$ cat src/rtl/matrix_pkg.sv
// Shared definitions for the matrix UART printer: ASCII codes, FSM encoding
// and the decimal power table used by the digit converter.
package matrix_pkg;

  localparam logic [7:0] ASCII_SPACE = 8'h20;
  localparam logic [7:0] ASCII_CR    = 8'h0D;
  localparam logic [7:0] ASCII_LF    = 8'h0A;
  localparam logic [7:0] ASCII_MINUS = 8'h2D;
  localparam logic [7:0] ASCII_ZERO  = 8'h30;

  localparam logic [2:0] LAST_POW = 3'd4;

  typedef enum logic [2:0] {
    ST_IDLE,
    ST_FETCH,
    ST_LATCH,
    ST_SIGN,
    ST_DIGIT,
    ST_SEP,
    ST_FIN
  } state_e;

  function automatic logic [16:0] pow10(input logic [2:0] idx);
    case (idx)
      3'd0:    pow10 = 17'd10000;
      3'd1:    pow10 = 17'd1000;
      3'd2:    pow10 = 17'd100;
      3'd3:    pow10 = 17'd10;
      default: pow10 = 17'd1;
    endcase
  endfunction

endpackage

$ cat src/rtl/matrix_uart_printer_uart_byte_tx.sv
// 8N1 byte serializer: one start bit, eight data bits LSB first, one stop bit.
// Busy stays high until the stop bit has been held for a full bit period.
module uart_byte_tx #(
  parameter int CLKS_PER_BIT = 868
) (
  input  logic       clk,
  input  logic       rst,
  input  logic [7:0] i_data,
  input  logic       i_start,
  output logic       o_busy,
  output logic       o_tx
);

  localparam int CNT_W = $clog2(CLKS_PER_BIT + 1);

  logic [CNT_W-1:0] baud_q;
  logic [3:0]       idx_q;
  logic [8:0]       shift_q;
  logic             busy_q;
  logic             tx_q;

  always_ff @(posedge clk) begin
    if (rst) begin
      busy_q <= 1'b0;
      tx_q   <= 1'b1;
      baud_q <= '0;
      idx_q  <= '0;
    end else if (!busy_q) begin
      if (i_start) begin
        busy_q <= 1'b1;
        tx_q   <= 1'b0;
        baud_q <= '0;
        idx_q  <= '0;
      end
    end else if (baud_q == CNT_W'(CLKS_PER_BIT - 1)) begin
      baud_q <= '0;
      // idx 9 is the stop bit; its period ending frees the serializer
      if (idx_q == 4'd9) begin
        busy_q <= 1'b0;
        tx_q   <= 1'b1;
      end else begin
        idx_q <= idx_q + 4'd1;
        tx_q  <= shift_q[0];
      end
    end else begin
      baud_q <= baud_q + CNT_W'(1);
    end
  end

  always_ff @(posedge clk) begin
    if (!busy_q && i_start) begin
      shift_q <= {1'b1, i_data};
    end else if (busy_q && baud_q == CNT_W'(CLKS_PER_BIT - 1) && idx_q != 4'd9) begin
      shift_q <= {1'b1, shift_q[8:1]};
    end
  end

  assign o_busy = busy_q;
  assign o_tx   = tx_q;

endmodule

$ cat src/rtl/matrix_uart_printer.sv
// Streams an M x N matrix of signed 16-bit values from storage over UART as
// decimal ASCII text, elements space separated and rows terminated by CR LF.
module matrix_uart_printer
  import matrix_pkg::*;
#(
  parameter int CLKS_PER_BIT = 868,
  parameter int DIM_W        = 3,
  parameter int ADDR_W       = 8
) (
  input  logic              clk,
  input  logic              rst,
  input  logic              i_start,
  input  logic [ADDR_W-1:0] i_base_addr,
  input  logic [DIM_W-1:0]  i_m,
  input  logic [DIM_W-1:0]  i_n,
  output logic [ADDR_W-1:0] o_rd_addr,
  input  logic [31:0]       i_rd_data,
  output logic              uart_tx,
  output logic              o_busy,
  output logic              o_done,
  output logic              o_err
);

  state_e             state_q, state_d;
  logic [ADDR_W-1:0]  addr_q, addr_d;
  logic [DIM_W-1:0]   m_q, m_d, n_q, n_d, r_q, r_d, c_q, c_d;
  logic               neg_q, neg_d;
  logic [16:0]        rem_q, rem_d;
  logic [2:0]         pow_idx_q, pow_idx_d;
  logic [3:0]         digit_q, digit_d;
  logic               started_q, started_d;
  logic               crlf_q, crlf_d;
  logic               done_q, done_d, err_q, err_d;
  logic               tx_start, tx_busy;
  logic [7:0]         tx_data;
  logic [16:0]        pw;
  logic signed [15:0] elem;
  logic               unused_hi;

  // 17-bit magnitude so that -32768 is representable
  function automatic logic [16:0] magnitude(input logic signed [15:0] v);
    logic signed [16:0] ext;
    ext = {v[15], v};
    return v[15] ? $unsigned(-ext) : $unsigned(ext);
  endfunction

  assign elem      = i_rd_data[15:0];
  assign unused_hi = ^i_rd_data[31:16];
  assign pw        = pow10(pow_idx_q);

  always_comb begin
    state_d   = state_q;
    addr_d    = addr_q;
    m_d       = m_q;
    n_d       = n_q;
    r_d       = r_q;
    c_d       = c_q;
    neg_d     = neg_q;
    rem_d     = rem_q;
    pow_idx_d = pow_idx_q;
    digit_d   = digit_q;
    started_d = started_q;
    crlf_d    = crlf_q;
    done_d    = 1'b0;
    err_d     = 1'b0;
    tx_start  = 1'b0;
    tx_data   = ASCII_SPACE;
    case (state_q)
      ST_IDLE: begin
        if (i_start) begin
          if (i_m == '0 || i_n == '0) begin
            err_d  = 1'b1;
            done_d = 1'b1;
          end else begin
            addr_d  = i_base_addr;
            m_d     = i_m;
            n_d     = i_n;
            r_d     = '0;
            c_d     = '0;
            state_d = ST_FETCH;
          end
        end
      end
      ST_FETCH: state_d = ST_LATCH;
      ST_LATCH: begin
        neg_d     = elem[15];
        rem_d     = magnitude(elem);
        pow_idx_d = '0;
        digit_d   = '0;
        started_d = 1'b0;
        state_d   = ST_SIGN;
      end
      ST_SIGN: begin
        if (!neg_q) begin
          state_d = ST_DIGIT;
        end else if (!tx_busy) begin
          tx_start = 1'b1;
          tx_data  = ASCII_MINUS;
          state_d  = ST_DIGIT;
        end
      end
      ST_DIGIT: begin
        // repeated subtraction; once rem < power the digit is final
        if (rem_q >= pw) begin
          rem_d   = rem_q - pw;
          digit_d = digit_q + 4'd1;
        end else if (digit_q != 4'd0 || started_q || pow_idx_q == LAST_POW) begin
          if (!tx_busy) begin
            tx_start  = 1'b1;
            tx_data   = ASCII_ZERO + {4'd0, digit_q};
            started_d = 1'b1;
            digit_d   = '0;
            if (pow_idx_q == LAST_POW) state_d = ST_SEP;
            else pow_idx_d = pow_idx_q + 3'd1;
          end
        end else begin
          pow_idx_d = pow_idx_q + 3'd1;
        end
      end
      ST_SEP: begin
        if (!tx_busy) begin
          tx_start = 1'b1;
          if (c_q != n_q - DIM_W'(1)) begin
            tx_data = ASCII_SPACE;
            c_d     = c_q + DIM_W'(1);
            addr_d  = addr_q + ADDR_W'(1);
            state_d = ST_FETCH;
          end else if (!crlf_q) begin
            tx_data = ASCII_CR;
            crlf_d  = 1'b1;
          end else begin
            tx_data = ASCII_LF;
            crlf_d  = 1'b0;
            if (r_q == m_q - DIM_W'(1)) begin
              state_d = ST_FIN;
            end else begin
              r_d     = r_q + DIM_W'(1);
              c_d     = '0;
              addr_d  = addr_q + ADDR_W'(1);
              state_d = ST_FETCH;
            end
          end
        end
      end
      ST_FIN: begin
        if (!tx_busy) begin
          done_d  = 1'b1;
          state_d = ST_IDLE;
        end
      end
      default: state_d = ST_IDLE;
    endcase
  end

  always_ff @(posedge clk) begin
    if (rst) begin
      state_q   <= ST_IDLE;
      addr_q    <= '0;
      r_q       <= '0;
      c_q       <= '0;
      pow_idx_q <= '0;
      started_q <= 1'b0;
      crlf_q    <= 1'b0;
      done_q    <= 1'b0;
      err_q     <= 1'b0;
    end else begin
      state_q   <= state_d;
      addr_q    <= addr_d;
      r_q       <= r_d;
      c_q       <= c_d;
      pow_idx_q <= pow_idx_d;
      started_q <= started_d;
      crlf_q    <= crlf_d;
      done_q    <= done_d;
      err_q     <= err_d;
    end
  end

  always_ff @(posedge clk) begin
    m_q     <= m_d;
    n_q     <= n_d;
    neg_q   <= neg_d;
    rem_q   <= rem_d;
    digit_q <= digit_d;
  end

  uart_byte_tx #(.CLKS_PER_BIT(CLKS_PER_BIT)) u_tx (
    .clk    (clk),
    .rst    (rst),
    .i_data (tx_data),
    .i_start(tx_start),
    .o_busy (tx_busy),
    .o_tx   (uart_tx)
  );

  assign o_rd_addr = addr_q;
  assign o_busy    = (state_q != ST_IDLE);
  assign o_done    = done_q;
  assign o_err     = err_q;

endmodule

$ cat config.mk
export PLATFORM = sky130hd
export DESIGN_NAME = matrix_uart_printer
export DESIGN_NICKNAME = d
export VERILOG_FILES = /design/src/rtl/matrix_pkg.sv /design/src/rtl/matrix_uart_printer_uart_byte_tx.sv /design/src/rtl/matrix_uart_printer.sv
export SDC_FILE = /design/constraint.sdc
export NUM_CORES = 1
export LEC_CHECK = 0
export ABC_AREA = 1
export CAP_MARGIN = 20
export CORE_MARGIN = 4
export CORE_UTILIZATION = 35
export DETAILED_ROUTE_END_ITERATION = 10
export SYNTH_ARGS = -nofsm -noshare
export SYNTH_HDL_FRONTEND = slang
export SYNTH_HIERARCHICAL = 1
export SYNTH_SLANG_ARGS = --single-unit
$ cat constraint.sdc
create_clock -name clk -period 3.1 [get_ports clk]
set_input_delay 0.31 -clock clk [delete_from_list [all_inputs] [get_ports clk]]
set_output_delay 0.31 -clock clk [all_outputs]
set_load 0.01 [all_outputs]
==> results of run 1 <==
==> logic make-up after synthesis <==
logic type      Yosys count  synth area share
xor+xnor                 11            0.0183
compound gates          131             0.133
simple gates            402             0.333
flops                    76             0.358
mux                       1           0.00191
buf+inv                 114            0.0843
other cells               1          0.000714
fa+ha+maj                29            0.0705
==> final cells by class <==
type | count | share of cell area
clock buffers | 12 | 0.0376
clock inverters | 4 | 0.00398
inverters | 100 | 0.0601
multi-input cells | 576 | 0.472
flip-flops and latches | 76 | 0.300
well taps | 184 | 0.0366
repair buffers | 59 | 0.0900
==> power breakdown <==
group	internal [W]	switching, W	leakage [nW]
combinational	0.000880	0.00148	1.95
sequential	0.00139	0.000181	0.658
clock	0.000542	0.000418	0.131
total	0.00281	0.00208	2.74
==> flip-flops by register name (all words and copies together), names as in the netlist, 3 cells and up <==
signal and cells:
c_q 3, digit_q 4, m_q 3, n_q 3, o_rd_addr 8, pow_idx_q 3, r_q 3, rem_q 17
state_q 3, u_tx/baud_q 10, u_tx/idx_q 4, u_tx/shift_q 8
==> through the flow <==
| step | cell area, sq um | util | hold slack (ns) |
|---|---|---|---|
| CTS | 6250 | 0.427 | 0.470 |
| global route | 6280 | 0.429 | 0.506 |
| finish | 6280 | 0.429 | 0.468 |
| global placement | 5980 | 0.409 | 0.456 |
| detailed placement | 5980 | 0.409 | 0.461 |
| floorplan | 5260 | - | 0.409 |
==> synthesized netlist by cell type, types with 2 or more instances <==
cell / number / area, sq um
sky130_fd_sc_hd__xor2_1: 8 / 70.1
sky130_fd_sc_hd__nand3_1: 56 / 280
sky130_fd_sc_hd__nand2_1: 212 / 796
sky130_fd_sc_hd__nand2_2: 3 / 18.8
sky130_fd_sc_hd__dfxtp_1: 40 / 801
sky130_fd_sc_hd__o211ai_1: 4 / 30.0
sky130_fd_sc_hd__nor3_1: 8 / 40.0
sky130_fd_sc_hd__xnor2_1: 3 / 26.3
sky130_fd_sc_hd__a21oi_1: 61 / 305
sky130_fd_sc_hd__ha_1: 28 / 350
sky130_fd_sc_hd__nand3b_1: 4 / 30.0
sky130_fd_sc_hd__nor2_4: 4 / 45.0
sky130_fd_sc_hd__a31oi_1: 3 / 18.8
sky130_fd_sc_hd__nand3_2: 4 / 40.0
sky130_fd_sc_hd__nand4_1: 10 / 62.6
sky130_fd_sc_hd__or2_1: 2 / 12.5
sky130_fd_sc_hd__edfxtp_1: 36 / 1080
sky130_fd_sc_hd__buf_2: 3 / 15.0
sky130_fd_sc_hd__clkbuf_1: 8 / 30.0
sky130_fd_sc_hd__a21oi_2: 2 / 17.5
sky130_fd_sc_hd__nor2_2: 4 / 25.0
sky130_fd_sc_hd__nand2_4: 2 / 22.5
sky130_fd_sc_hd__inv_1: 91 / 342
sky130_fd_sc_hd__or2_2: 3 / 18.8
sky130_fd_sc_hd__o21bai_1: 2 / 15.0
sky130_fd_sc_hd__nor2_1: 87 / 327
sky130_fd_sc_hd__o21ai_0: 52 / 260
sky130_fd_sc_hd__inv_2: 8 / 30.0
==> worst reg2reg max path, cell delays in order, from the launching register on <==
cell,delay (ns)
sky130_fd_sc_hd__dfxtp_1,0.40
sky130_fd_sc_hd__inv_2,0.11
sky130_fd_sc_hd__ha_1,0.22
sky130_fd_sc_hd__o21ai_0,0.16
sky130_fd_sc_hd__ha_1,0.30
sky130_fd_sc_hd__nand2_1,0.12
sky130_fd_sc_hd__inv_1,0.05
sky130_fd_sc_hd__nand2_1,0.06
sky130_fd_sc_hd__nand2_1,0.06
sky130_fd_sc_hd__nand2_1,0.06
sky130_fd_sc_hd__nand3_1,0.09
sky130_fd_sc_hd__nand2_1,0.09
sky130_fd_sc_hd__nand2_1,0.05
sky130_fd_sc_hd__nand2_1,0.07
sky130_fd_sc_hd__nand3_1,0.11
sky130_fd_sc_hd__nand3_1,0.11
sky130_fd_sc_hd__inv_1,0.07
sky130_fd_sc_hd__nor2_4,0.11
sky130_fd_sc_hd__inv_4,0.08
sky130_fd_sc_hd__or2_2,0.28
==> per-layer routing <==
metal,GRT usage,up-vias,routed length [um]
li1,-,2620,-
met1,0.219,2171,6450
met2,0.229,87,5310
met3,0.0325,8,591
met4,0.0442,0,128
met5,0,-,0
==> path summary, 6_finish.rpt <==
| path | from | end | slack (ns) | cells past startpoint |
|---|---|---|---|---|
| min reg2reg | started_q | started_q | 0.47 | 2 |
| max reg2reg | pow_idx_q[2] | u_tx/shift_q[7] | 0.27 | 19 |
| max | pow_idx_q[2] | u_tx/shift_q[7] | 0.27 | 19 |
| min | started_q | started_q | 0.47 | 2 |
==> what timing repair did <==
action,CTS,global route
gates resized for setup,0,11
setup endpoints to repair,0,30
hold buffers,0,0
==> key figures, run 1 <==
Synth
  • Fraction of registers with async set or reset after synthesis: 0
  • Register bit count reported by yosys: 76
  • Post-Syn Area per Cell: 6.87 sq um
  • Number of cells produced by synthesis: 765
  • Count of flip-flops with a built-in enable after synthesis: 36
  • Total standard cell area after synthesis: 0.00525 sq mm
  • Number of warning messages in the yosys log: 6
  • Proportion of synthesized chip area in sequential cells: 0.358
  • Distinct cell type count of the synthesized netlist: 45
  • Most used DFF post-synth: sky130_fd_sc_hd__dfxtp_1

Global routing
  • Number of global-route vias before repair: 4464
  • All-Layer GR Usage: 0.152
  • Maximum number of pins on one net before global-route repair: 25
  • Antenna violations before repair: 0
  • Wire length of the first global-routing pass: 20800 um
  • GRT Residual Overflow: 0

Route
  • Total via count in the routed design: 4886
  • Count of antenna-violating nets left after detailed routing: 0
  • Average routed wire per standard cell: 12.3 um
  • DRT Pass-1 Iters: 5
  • Detailed-route wire length: 12500 um
  • Vias per cell: 4.83
  • Detailed router's first-iteration violation count: 328
  • DRC violation count after routing: 0

Setup path
  • Critical Path Sink Type: register
  • Slowest stage delay, CP: 0.40 ns
  • Arrival time worst endpoint: 2.92 ns
  • Worst EP required: 3.19 ns
  • Startpoint-to-endpoint class of the critical path: register to register
  • Cell Chain, Critical Path: inv_2 > ha_1 > o21ai_0 > ha_1 > nand2_1 > inv_1 > nand2_1 > nand2_1 > nand2_1 > nand3_1 > nand2_1 > nand2_1 > nand2_1 > nand3_1 > nand3_1 > inv_1 > nor2_4 > inv_4 > or2_2
  • Slowest cell on the critical path: sky130_fd_sc_hd__dfxtp_1
  • CP most frequent cell: sky130_fd_sc_hd__nand2_1
  • Startpoint kind of the worst setup timing path: register
  • CP Buf/Inv Count: 4
  • Delay-heaviest family, CP: simple AND/OR/NAND/NOR gates
  • Largest driver fanout on the critical path: 10

Timing
  • Final-report hold violation count: 0
  • Transition time of the tightest slew-check pin: 0.534 ns
  • TNS Setup: 0 ns
  • Unrepaired setup endpoints after global routing: no
  • Final WS setup: 0.271 ns
  • Final-report max-slew violation count: 0
  • Endpoints failing setup: 0
  • Max_slew headroom: 0.644
  • Fraction of the cycle the final worst path needs: 0.912
  • Timing-limited maximum frequency: 0.354 GHz
  • Final critical delay including setup and external delays: 2.83 ns
  • Worst clock skew: 0.0102 ns

Finish
  • Register area: 0.00188 sq mm
  • Filler Cell Count: 1512
  • Number of antenna repair diodes: 0
  • Multi-input gate area in the final layout: 0.00297 sq mm
  • Most common library cell in the layout ignoring fill and taps: sky130_fd_sc_hd__nand2_1
  • Area Growth Syn to Fin: 19.6%
  • Final standard cell count with taps included and fillers excluded: 1011
  • Commonest cells after routing, fill and taps aside: sky130_fd_sc_hd__nand2_1, sky130_fd_sc_hd__inv_1, sky130_fd_sc_hd__nor2_1, sky130_fd_sc_hd__a21oi_1, sky130_fd_sc_hd__nand3_1
  • Layout cell share with drive strength beyond 1: 0.0822
  • Number of nets at the end of the flow: 900

Clocking
  • Source-to-sink clock delay at the later pin of the worst-skew pair: 0.35 ns
  • Clock buffer count from CTS: 9
  • Longest Clk Path Bufs: 2
  • H-tree depth reported by CTS: 3
  • CTS sink count: 76
  • Number of buffers added for setup after CTS: 0
  • TritonCTS clock tree: yes
  • Clk Tree Root Cell: sky130_fd_sc_hd__clkbuf_16
  • Clock Pin Slew Worst Setup and Hold Paths: 0.06 ns

Floorplan
  • Die boundary height: 131 um
  • I/O pins: 61
  • Die Width: 131 um
  • Die Footprint: 0.0170 sq mm
  • Core Box Area: 0.0146 sq mm
  • Row count: 44
  • Initial Utilization: 0.359

Flow run
  • Number of violations of the max-capacitance limit: 0

Placement
  • Post-place setup slack: 0.105 ns
  • Global placer's final weighted congestion: 0.841
  • Placed insts: 995
  • Sum of net half-perimeters after detailed placement: 9250 um
  • Count of port buffers added during placement: 44

Power
  • Static leakage power: 2.74 nW
  • Total power density per cell area: 779 mW/mm^2
  • Power consumption: 0.00489 W
  • Largest vdd supply drop: 0.000389 V

Status
  • Status: completed

Min path
  • Worst min-delay path category: register to register
Power figures use the tool's default switching activity.
==> run 2, diff against run 1 <==
- CORE_MARGIN: 4 -> default
- SKIP_LAST_GASP: default -> 1
==> run 2 against run 1 <==
  * Core utilization up 0.60 points
  * Cell count unchanged
  * Non-clock buffer count unchanged
  * Clock skew about the same
  * First-iteration DRC count down 28%
  * Sequential power about the same
  * Critical path type unchanged
  * Critical endpoint unchanged
  * Largest power group unchanged
==> key figures, run 2 (synthesis results as in run 1) <==
Status
  • Status: completed (unchanged)

Global routing
  • Wire length of the first global-routing pass: 21100 um (was 20800 um)
  • Maximum number of pins on one net before global-route repair: 25 (unchanged)
  • GRT Residual Overflow: 0 (unchanged)
  • Antenna violations before repair: 0 (unchanged)
  • Number of global-route vias before repair: 4516 (was 4464)
  • All-Layer GR Usage: 0.165 (was 0.152)

Route
  • DRT Pass-1 Iters: 4 (was 5)
  • Vias per cell: 4.82 (was 4.83)
  • Count of antenna-violating nets left after detailed routing: 0 (unchanged)
  • DRC violation count after routing: 0 (unchanged)
  • Total via count in the routed design: 4875 (was 4886)
  • Detailed router's first-iteration violation count: 236 (was 328)
  • Average routed wire per standard cell: 12.0 um (was 12.3 um)
  • Detailed-route wire length: 12100 um (was 12500 um)

Finish
  • Max FFs per register: 17 (unchanged)
  • Most common library cell in the layout ignoring fill and taps: sky130_fd_sc_hd__nand2_1 (unchanged)
  • Number of nets at the end of the flow: 900 (unchanged)
  • Register name with the most flops: rem_q (unchanged)
  • Commonest cells after routing, fill and taps aside: sky130_fd_sc_hd__nand2_1, sky130_fd_sc_hd__inv_1, sky130_fd_sc_hd__nor2_1, sky130_fd_sc_hd__a21oi_1, sky130_fd_sc_hd__nand3_1 (unchanged)
  • Final standard cell count with taps included and fillers excluded: 1011 (unchanged)
  • Largest registers: rem_q (17), u_tx/baud_q (10) (unchanged)
  • Number of antenna repair diodes: 0 (unchanged)
  • Layout cell share with drive strength beyond 1: 0.0822 (unchanged)
  • Area Growth Syn to Fin: 20.8% (was 19.6%)

Placement
  • Sum of net half-perimeters after detailed placement: 9100 um (was 9250 um)
  • Placed insts: 995 (unchanged)
  • Count of port buffers added during placement: 44 (unchanged)
  • Global placer's final weighted congestion: 0.839 (was 0.841)
  • Post-place setup slack: 0.0717 ns (was 0.105 ns)

Power
  • Total power density per cell area: 808 mW/mm^2 (was 779 mW/mm^2)
  • Largest vdd supply drop: 0.000396 V (was 0.000389 V)
  • Static leakage power: 2.78 nW (was 2.74 nW)

Timing
  • Final critical delay including setup and external delays: 2.87 ns (was 2.83 ns)
  • Transition time of the tightest slew-check pin: 0.518 ns (was 0.534 ns)
  • Timing-limited maximum frequency: 0.349 GHz (was 0.354 GHz)
  • Max_slew headroom: 0.654 (was 0.644)
  • Final-report max-slew violation count: 0 (unchanged)
  • Final-report hold violation count: 0 (unchanged)
  • Endpoints failing setup: 0 (unchanged)
  • TNS Setup: 0 ns (unchanged)
  • Worst clock skew: 0.0105 ns (was 0.0102 ns)
  • Final WS setup: 0.234 ns (was 0.271 ns)
  • Fraction of the cycle the final worst path needs: 0.925 (was 0.912)
  • Unrepaired setup endpoints after global routing: no (unchanged)

Clocking
  • H-tree depth reported by CTS: 3 (unchanged)
  • Source-to-sink clock delay at the later pin of the worst-skew pair: 0.34 ns (was 0.35 ns)
  • Clk Tree Root Cell: sky130_fd_sc_hd__clkbuf_16 (unchanged)
  • CTS Hold Buffers Added: 0 (unchanged)
  • CTS sink count: 76 (unchanged)
  • Clock buffer count from CTS: 9 (unchanged)
  • Clock Pin Slew Worst Setup and Hold Paths: 0.06 ns (about the same)
  • Longest Clk Path Bufs: 2 (unchanged)
  • TritonCTS clock tree: yes (unchanged)

Min path
  • Worst Min Path Start: started_q (unchanged)
  • Worst min-delay path category: register to register (unchanged)

Setup path
  • CP most frequent cell: sky130_fd_sc_hd__nand2_1 (unchanged)
  • Cell Chain, Critical Path: inv_2 > ha_1 > o21ai_1 > ha_1 > nand2_1 > inv_1 > nand2_1 > nand2_1 > nand2_1 > nand3_1 > nand2_1 > nand2_1 > nand2_1 > nand3_1 > nand3_1 > inv_1 > nor2_4 > inv_2 > or2_2 (was inv_2 > ha_1 > o21ai_0 > ha_1 > nand2_1 > inv_1 > nand2_1 > nand2_1 > nand2_1 > nand3_1 > nand2_1 > nand2_1 > nand2_1 > nand3_1 > nand3_1 > inv_1 > nor2_4 > inv_4 > or2_2)
  • Arrival time worst endpoint: 2.95 ns (was 2.92 ns)
  • Slowest stage delay, CP: 0.42 ns (was 0.40 ns)
  • Worst r2r src: pow_idx_q[2] (unchanged)
  • Largest driver fanout on the critical path: 10 (unchanged)
  • Startpoint kind of the worst setup timing path: register (unchanged)
  • Startpoint-to-endpoint class of the critical path: register to register (unchanged)
  • Slowest cell on the critical path: sky130_fd_sc_hd__dfxtp_1 (unchanged)
  • CP Buf/Inv Count: 4 (unchanged)
  • Critical Path Sink Type: register (unchanged)
  • Worst EP required: 3.19 ns (about the same)
  • Delay-heaviest family, CP: simple AND/OR/NAND/NOR gates (unchanged)
  • Crit path launch: pow_idx_q[2] (unchanged)

Floorplan
  • Die boundary height: 125 um (was 131 um)
  • Core Box Area: 0.0146 sq mm (about the same)
  • I/O pins: 61 (unchanged)
  • Row count: 44 (unchanged)
  • Die Footprint: 0.0155 sq mm (was 0.0170 sq mm)
  • Die Width: 125 um (was 131 um)
  • Initial Utilization: 0.360 (was 0.359)

Flow run
  • Number of violations of the max-capacitance limit: 0 (unchanged)
[run 2: changes by cell type in the layout (fill, tap and decap cells not counted), moves of 2 or more]
cell,change
sky130_fd_sc_hd__clkbuf_1,-2
sky130_fd_sc_hd__clkinv_2,-2
sky130_fd_sc_hd__inv_4,-2
sky130_fd_sc_hd__dfxtp_2,+2
sky130_fd_sc_hd__nor2_1,+3
sky130_fd_sc_hd__nor2_2,-3
sky130_fd_sc_hd__bufinv_16,+2
sky130_fd_sc_hd__dfxtp_1,-2
[run 2: worst paths after layout]
check,slack (ns),cells after the start,to
worst max-delay path,0.23,19,u_tx/shift_q[7]
worst max register to register,0.23,19,u_tx/shift_q[7]
worst min register to register,0.46,2,started_q
worst min-delay path,0.46,2,started_q
[run 2: cell type report]
| cell class | count | area (sq um) |
|---|---|---|
| clock buffer | 12 | 268 |
| clock inverter | 4 | 77.6 |
| timing repair buffer | 59 | 566 |
| multi-input combinational | 576 | 2950 |
| sequential | 76 | 1880 |
| tap | 184 | 230 |
| inverter | 100 | 375 |
| fill | 1473 | 8240 |
[run 2: power by group]
part / internal [W] / switching, W
Clock: 0.000781 / 0.000432
Sequential: 0.00139 / 0.000182
Combinational: 0.000867 / 0.00147
[run 2: per-stage QoR]
| step | instance area, sq um | hold WS [ns] | power [W] | utilization |
|---|---|---|---|---|
| 6_report | 6350 | 0.463 | 0.00513 | 0.435 |
| 5_1_grt | 6350 | 0.484 | 0.00558 | 0.435 |
| 4_1_cts | 6330 | 0.467 | 0.00515 | 0.434 |
| 3_5_place_dp | 5980 | 0.459 | 0.00392 | 0.410 |
| 3_3_place_gp | 5980 | 0.454 | 0.00390 | 0.410 |
| 2_1_floorplan | 5260 | 0.409 | 0.00320 | - |
[run 2: repair_timing]
action	in CTS	in global routing
gates resized for setup	0	9
setup endpoints to repair	0	22
setup buffers	0	0
[run 2: routing by layer]
layer / part of all wire / global-route usage / vias up
li1: - / - / 2630
met5: 0 / 0 / -
met4: 0.017 / 0.0638 / 0
met2: 0.42 / 0.251 / 73
met3: 0.032 / 0.0241 / 13
met1: 0.53 / 0.233 / 2159
[run 2: worst reg2reg max path, cell delays in order (launching register included)]
cell	delay, ns
sky130_fd_sc_hd__dfxtp_1	0.42
sky130_fd_sc_hd__inv_2	0.11
sky130_fd_sc_hd__ha_1	0.23
sky130_fd_sc_hd__o21ai_1	0.15
sky130_fd_sc_hd__ha_1	0.29
sky130_fd_sc_hd__nand2_1	0.11
sky130_fd_sc_hd__inv_1	0.04
sky130_fd_sc_hd__nand2_1	0.06
sky130_fd_sc_hd__nand2_1	0.06
sky130_fd_sc_hd__nand2_1	0.06
sky130_fd_sc_hd__nand3_1	0.09
sky130_fd_sc_hd__nand2_1	0.10
sky130_fd_sc_hd__nand2_1	0.05
sky130_fd_sc_hd__nand2_1	0.07
sky130_fd_sc_hd__nand3_1	0.11
sky130_fd_sc_hd__nand3_1	0.11
sky130_fd_sc_hd__inv_1	0.07
sky130_fd_sc_hd__nor2_4	0.10
sky130_fd_sc_hd__inv_2	0.11
sky130_fd_sc_hd__or2_2	0.29
==> run 3, diff against run 2 <==
- PLACE_DENSITY: default -> 0.66
- clock period: 3.1 -> 3.4 ns (I/O delays scaled with it)
==> run 3 against run 2 <==
  * Cell count unchanged
  * Power decreased by 9.7%
  * Sequential power decreased by 9%
  * Combinational power decreased by 11%
  * Clock skew decreased by 0.0042 ns
  * Critical path type unchanged
==> key figures, run 3 (synthesis results as in run 1) <==
Status
  • Status: completed (unchanged)

Timing
  • Worst clock skew: 0.00627 ns (was 0.0105 ns)
  • Timing-limited maximum frequency: 0.329 GHz (was 0.349 GHz)
  • Max_slew headroom: 0.666 (was 0.654)
  • TNS Setup: 0 ns (unchanged)
  • Endpoints failing setup: 0 (unchanged)
  • Unrepaired setup endpoints after global routing: no (unchanged)
  • Fraction of the cycle the final worst path needs: 0.893 (was 0.925)
  • Final-report max-slew violation count: 0 (unchanged)
  • Final critical delay including setup and external delays: 3.04 ns (was 2.87 ns)
  • Final WS setup: 0.364 ns (was 0.234 ns)
  • Transition time of the tightest slew-check pin: 0.496 ns (was 0.518 ns)
  • Final-report hold violation count: 0 (unchanged)

Floorplan
  • Die Footprint: 0.0155 sq mm (unchanged)
  • Initial Utilization: 0.360 (unchanged)
  • Row count: 44 (unchanged)
  • Core Box Area: 0.0146 sq mm (unchanged)
  • I/O pins: 61 (unchanged)
  • Die boundary height: 125 um (unchanged)
  • Die Width: 125 um (unchanged)

Global routing
  • GRT Residual Overflow: 0 (unchanged)
  • Maximum number of pins on one net before global-route repair: 25 (unchanged)
  • Antenna violations before repair: 0 (unchanged)
  • All-Layer GR Usage: 0.164 (was 0.165)
  • Wire length of the first global-routing pass: 21000 um (was 21100 um)
  • Number of global-route vias before repair: 4543 (was 4516)

Finish
  • Final cell area excluding filler cells: 0.00634 sq mm (was 0.00635 sq mm)
  • Number of antenna repair diodes: 0 (unchanged)
  • Number of nets at the end of the flow: 900 (unchanged)
  • Layout cell share with drive strength beyond 1: 0.0786 (was 0.0822)
  • Area Growth Syn to Fin: 20.7% (was 20.8%)
  • Register name with the most flops: rem_q (unchanged)
  • Commonest cells after routing, fill and taps aside: sky130_fd_sc_hd__nand2_1, sky130_fd_sc_hd__inv_1, sky130_fd_sc_hd__nor2_1, sky130_fd_sc_hd__a21oi_1, sky130_fd_sc_hd__nand3_1 (unchanged)
  • Final standard cell count with taps included and fillers excluded: 1011 (unchanged)
  • Largest registers: rem_q (17), u_tx/baud_q (10) (unchanged)
  • Max FFs per register: 17 (unchanged)
  • Most common library cell in the layout ignoring fill and taps: sky130_fd_sc_hd__nand2_1 (unchanged)

Clocking
  • Clock Pin Slew Worst Setup and Hold Paths: 0.06 ns (about the same)
  • CTS sink count: 76 (unchanged)
  • TritonCTS clock tree: yes (unchanged)
  • Longest Clk Path Bufs: 2 (unchanged)
  • H-tree depth reported by CTS: 3 (unchanged)
  • CTS Hold Buffers Added: 0 (unchanged)
  • Clock buffer count from CTS: 9 (unchanged)
  • Source-to-sink clock delay at the later pin of the worst-skew pair: 0.34 ns (about the same)
  • Clk Tree Root Cell: sky130_fd_sc_hd__clkbuf_16 (unchanged)

Route
  • Total via count in the routed design: 4893 (was 4875)
  • DRC violation count after routing: 0 (unchanged)
  • Average routed wire per standard cell: 11.8 um (was 12.0 um)
  • Detailed-route wire length: 11900 um (was 12100 um)
  • Detailed router's first-iteration violation count: 326 (was 236)
  • DRT Pass-1 Iters: 7 (was 4)
  • Vias per cell: 4.84 (was 4.82)
  • Count of antenna-violating nets left after detailed routing: 0 (unchanged)

Setup path
  • Arrival time worst endpoint: 3.13 ns (was 2.95 ns)
  • Count of cells along the worst register-to-register path: 17 (was 19)
  • CP most frequent cell: sky130_fd_sc_hd__nand2_1 (unchanged)
  • Largest driver fanout on the critical path: 10 (unchanged)
  • Worst R2R End: u_tx/shift_q[7] (unchanged)
  • Startpoint kind of the worst setup timing path: register (unchanged)
  • Worst EP required: 3.49 ns (was 3.19 ns)
  • Critical Path Sink Type: register (unchanged)
  • Slowest cell on the critical path: sky130_fd_sc_hd__dfxtp_1 (unchanged)
  • Slowest stage delay, CP: 0.39 ns (was 0.42 ns)
  • Flop-to-flop setup slack: 0.36 ns (was 0.23 ns)
  • Startpoint-to-endpoint class of the critical path: register to register (unchanged)
  • Worst r2r src: pow_idx_q[0] (was pow_idx_q[2])
  • Cell Chain, Critical Path: inv_1 > ha_1 > nand2_1 > ha_2 > a21oi_4 > nand2_1 > nand2_1 > nand2_1 > nor2_1 > nand2_1 > nand2_1 > nand3_1 > nand3_1 > inv_1 > nor2_4 > inv_2 > or2_2 (was inv_2 > ha_1 > o21ai_1 > ha_1 > nand2_1 > inv_1 > nand2_1 > nand2_1 > nand2_1 > nand3_1 > nand2_1 > nand2_1 > nand2_1 > nand3_1 > nand3_1 > inv_1 > nor2_4 > inv_2 > or2_2)

Placement
  • Sum of net half-perimeters after detailed placement: 8930 um (was 9100 um)
  • Count of port buffers added during placement: 44 (unchanged)
  • Cell area reported after detailed placement: 0.00595 sq mm (was 0.00598 sq mm)
  • Placed insts: 992 (was 995)
  • Post-place setup slack: 0.260 ns (was 0.0717 ns)
  • Global placer's final weighted congestion: 0.865 (was 0.839)

Power
  • Largest vdd supply drop: 0.000334 V (was 0.000396 V)
  • Static leakage power: 2.78 nW (about the same)
  • Power consumption: 0.00463 W (was 0.00513 W)
  • Total power density per cell area: 730 mW/mm^2 (was 808 mW/mm^2)

Min path
  • Worst hold stages: 2 (unchanged)
  • Worst Min Path Start: started_q (unchanged)
  • Hold worst-path end: started_q (unchanged)
  • Worst min-delay path category: register to register (unchanged)

Flow run
  • Number of violations of the max-capacitance limit: 0 (unchanged)
run 3: worst max-delay path, delay by kind of cell (launching register included):
kind                       cells  cell delay [ns]
AOI/OAI and AO/OA              1             0.21
adders and majority gates      2             0.56
buffers and inverters          3             0.31
DFF                            1             0.39
and+or+nand+nor               11             1.33
run 3: area by class of cell:
class	instances	area, sq um
flip-flops and latches	76	1880
inverters	100	375
clock inverters	3	47.5
fillers	1457	8250
well taps	184	230
repair buffers	59	553
multi-input cells	576	2950
clock buffers	13	303
run 3: how the worst max path moves through the flow:
stage / startpoint / endpoint / slack [ns] / cells after the start
2_1_floorplan: pow_idx_q[2] / u_tx/shift_q[7] / 0.39 / 19
3_3_place_gp: pow_idx_q[2] / u_tx/shift_q[0] / 0.30 / 19
3_5_place_dp: pow_idx_q[2] / u_tx/shift_q[0] / 0.26 / 19
4_1_cts: pow_idx_q[2] / u_tx/shift_q[0] / 0.24 / 19
5_1_grt: pow_idx_q[0] / u_tx/shift_q[7] / 0.06 / 17
6_report: pow_idx_q[0] / u_tx/shift_q[7] / 0.36 / 17
run 3: stage by stage:
stage	util	hold slack [ns]
6_report	0.434	0.467
5_1_grt	0.434	0.508
4_1_cts	0.432	0.472
3_5_place_dp	0.408	0.464
3_3_place_gp	0.408	0.455
2_1_floorplan	-	0.435
run 3: power by group:
group          switching [W]  internal (W)  leakage, nW  total, W
clock network       0.000400      0.000701        0.172   0.00110
registers           0.000164       0.00127        0.658   0.00143
logic                0.00132      0.000772         1.95   0.00209
total                0.00189       0.00274         2.78   0.00463
run 3: metal layers:
metal / wire length [um] / vias to the layer above / track usage
met5: 0 / - / 0
met1: 6010 / 2182 / 0.227
met4: 200 / 0 / 0.0695
met2: 5330 / 78 / 0.258
li1: - / 2619 / -
met3: 384 / 14 / 0.0198
run 3: what timing repair did:
action / in CTS / in global routing
endpoints found under the setup margin: 0 / 11
setup buffers: 0 / 3
resized for setup: 0 / 5
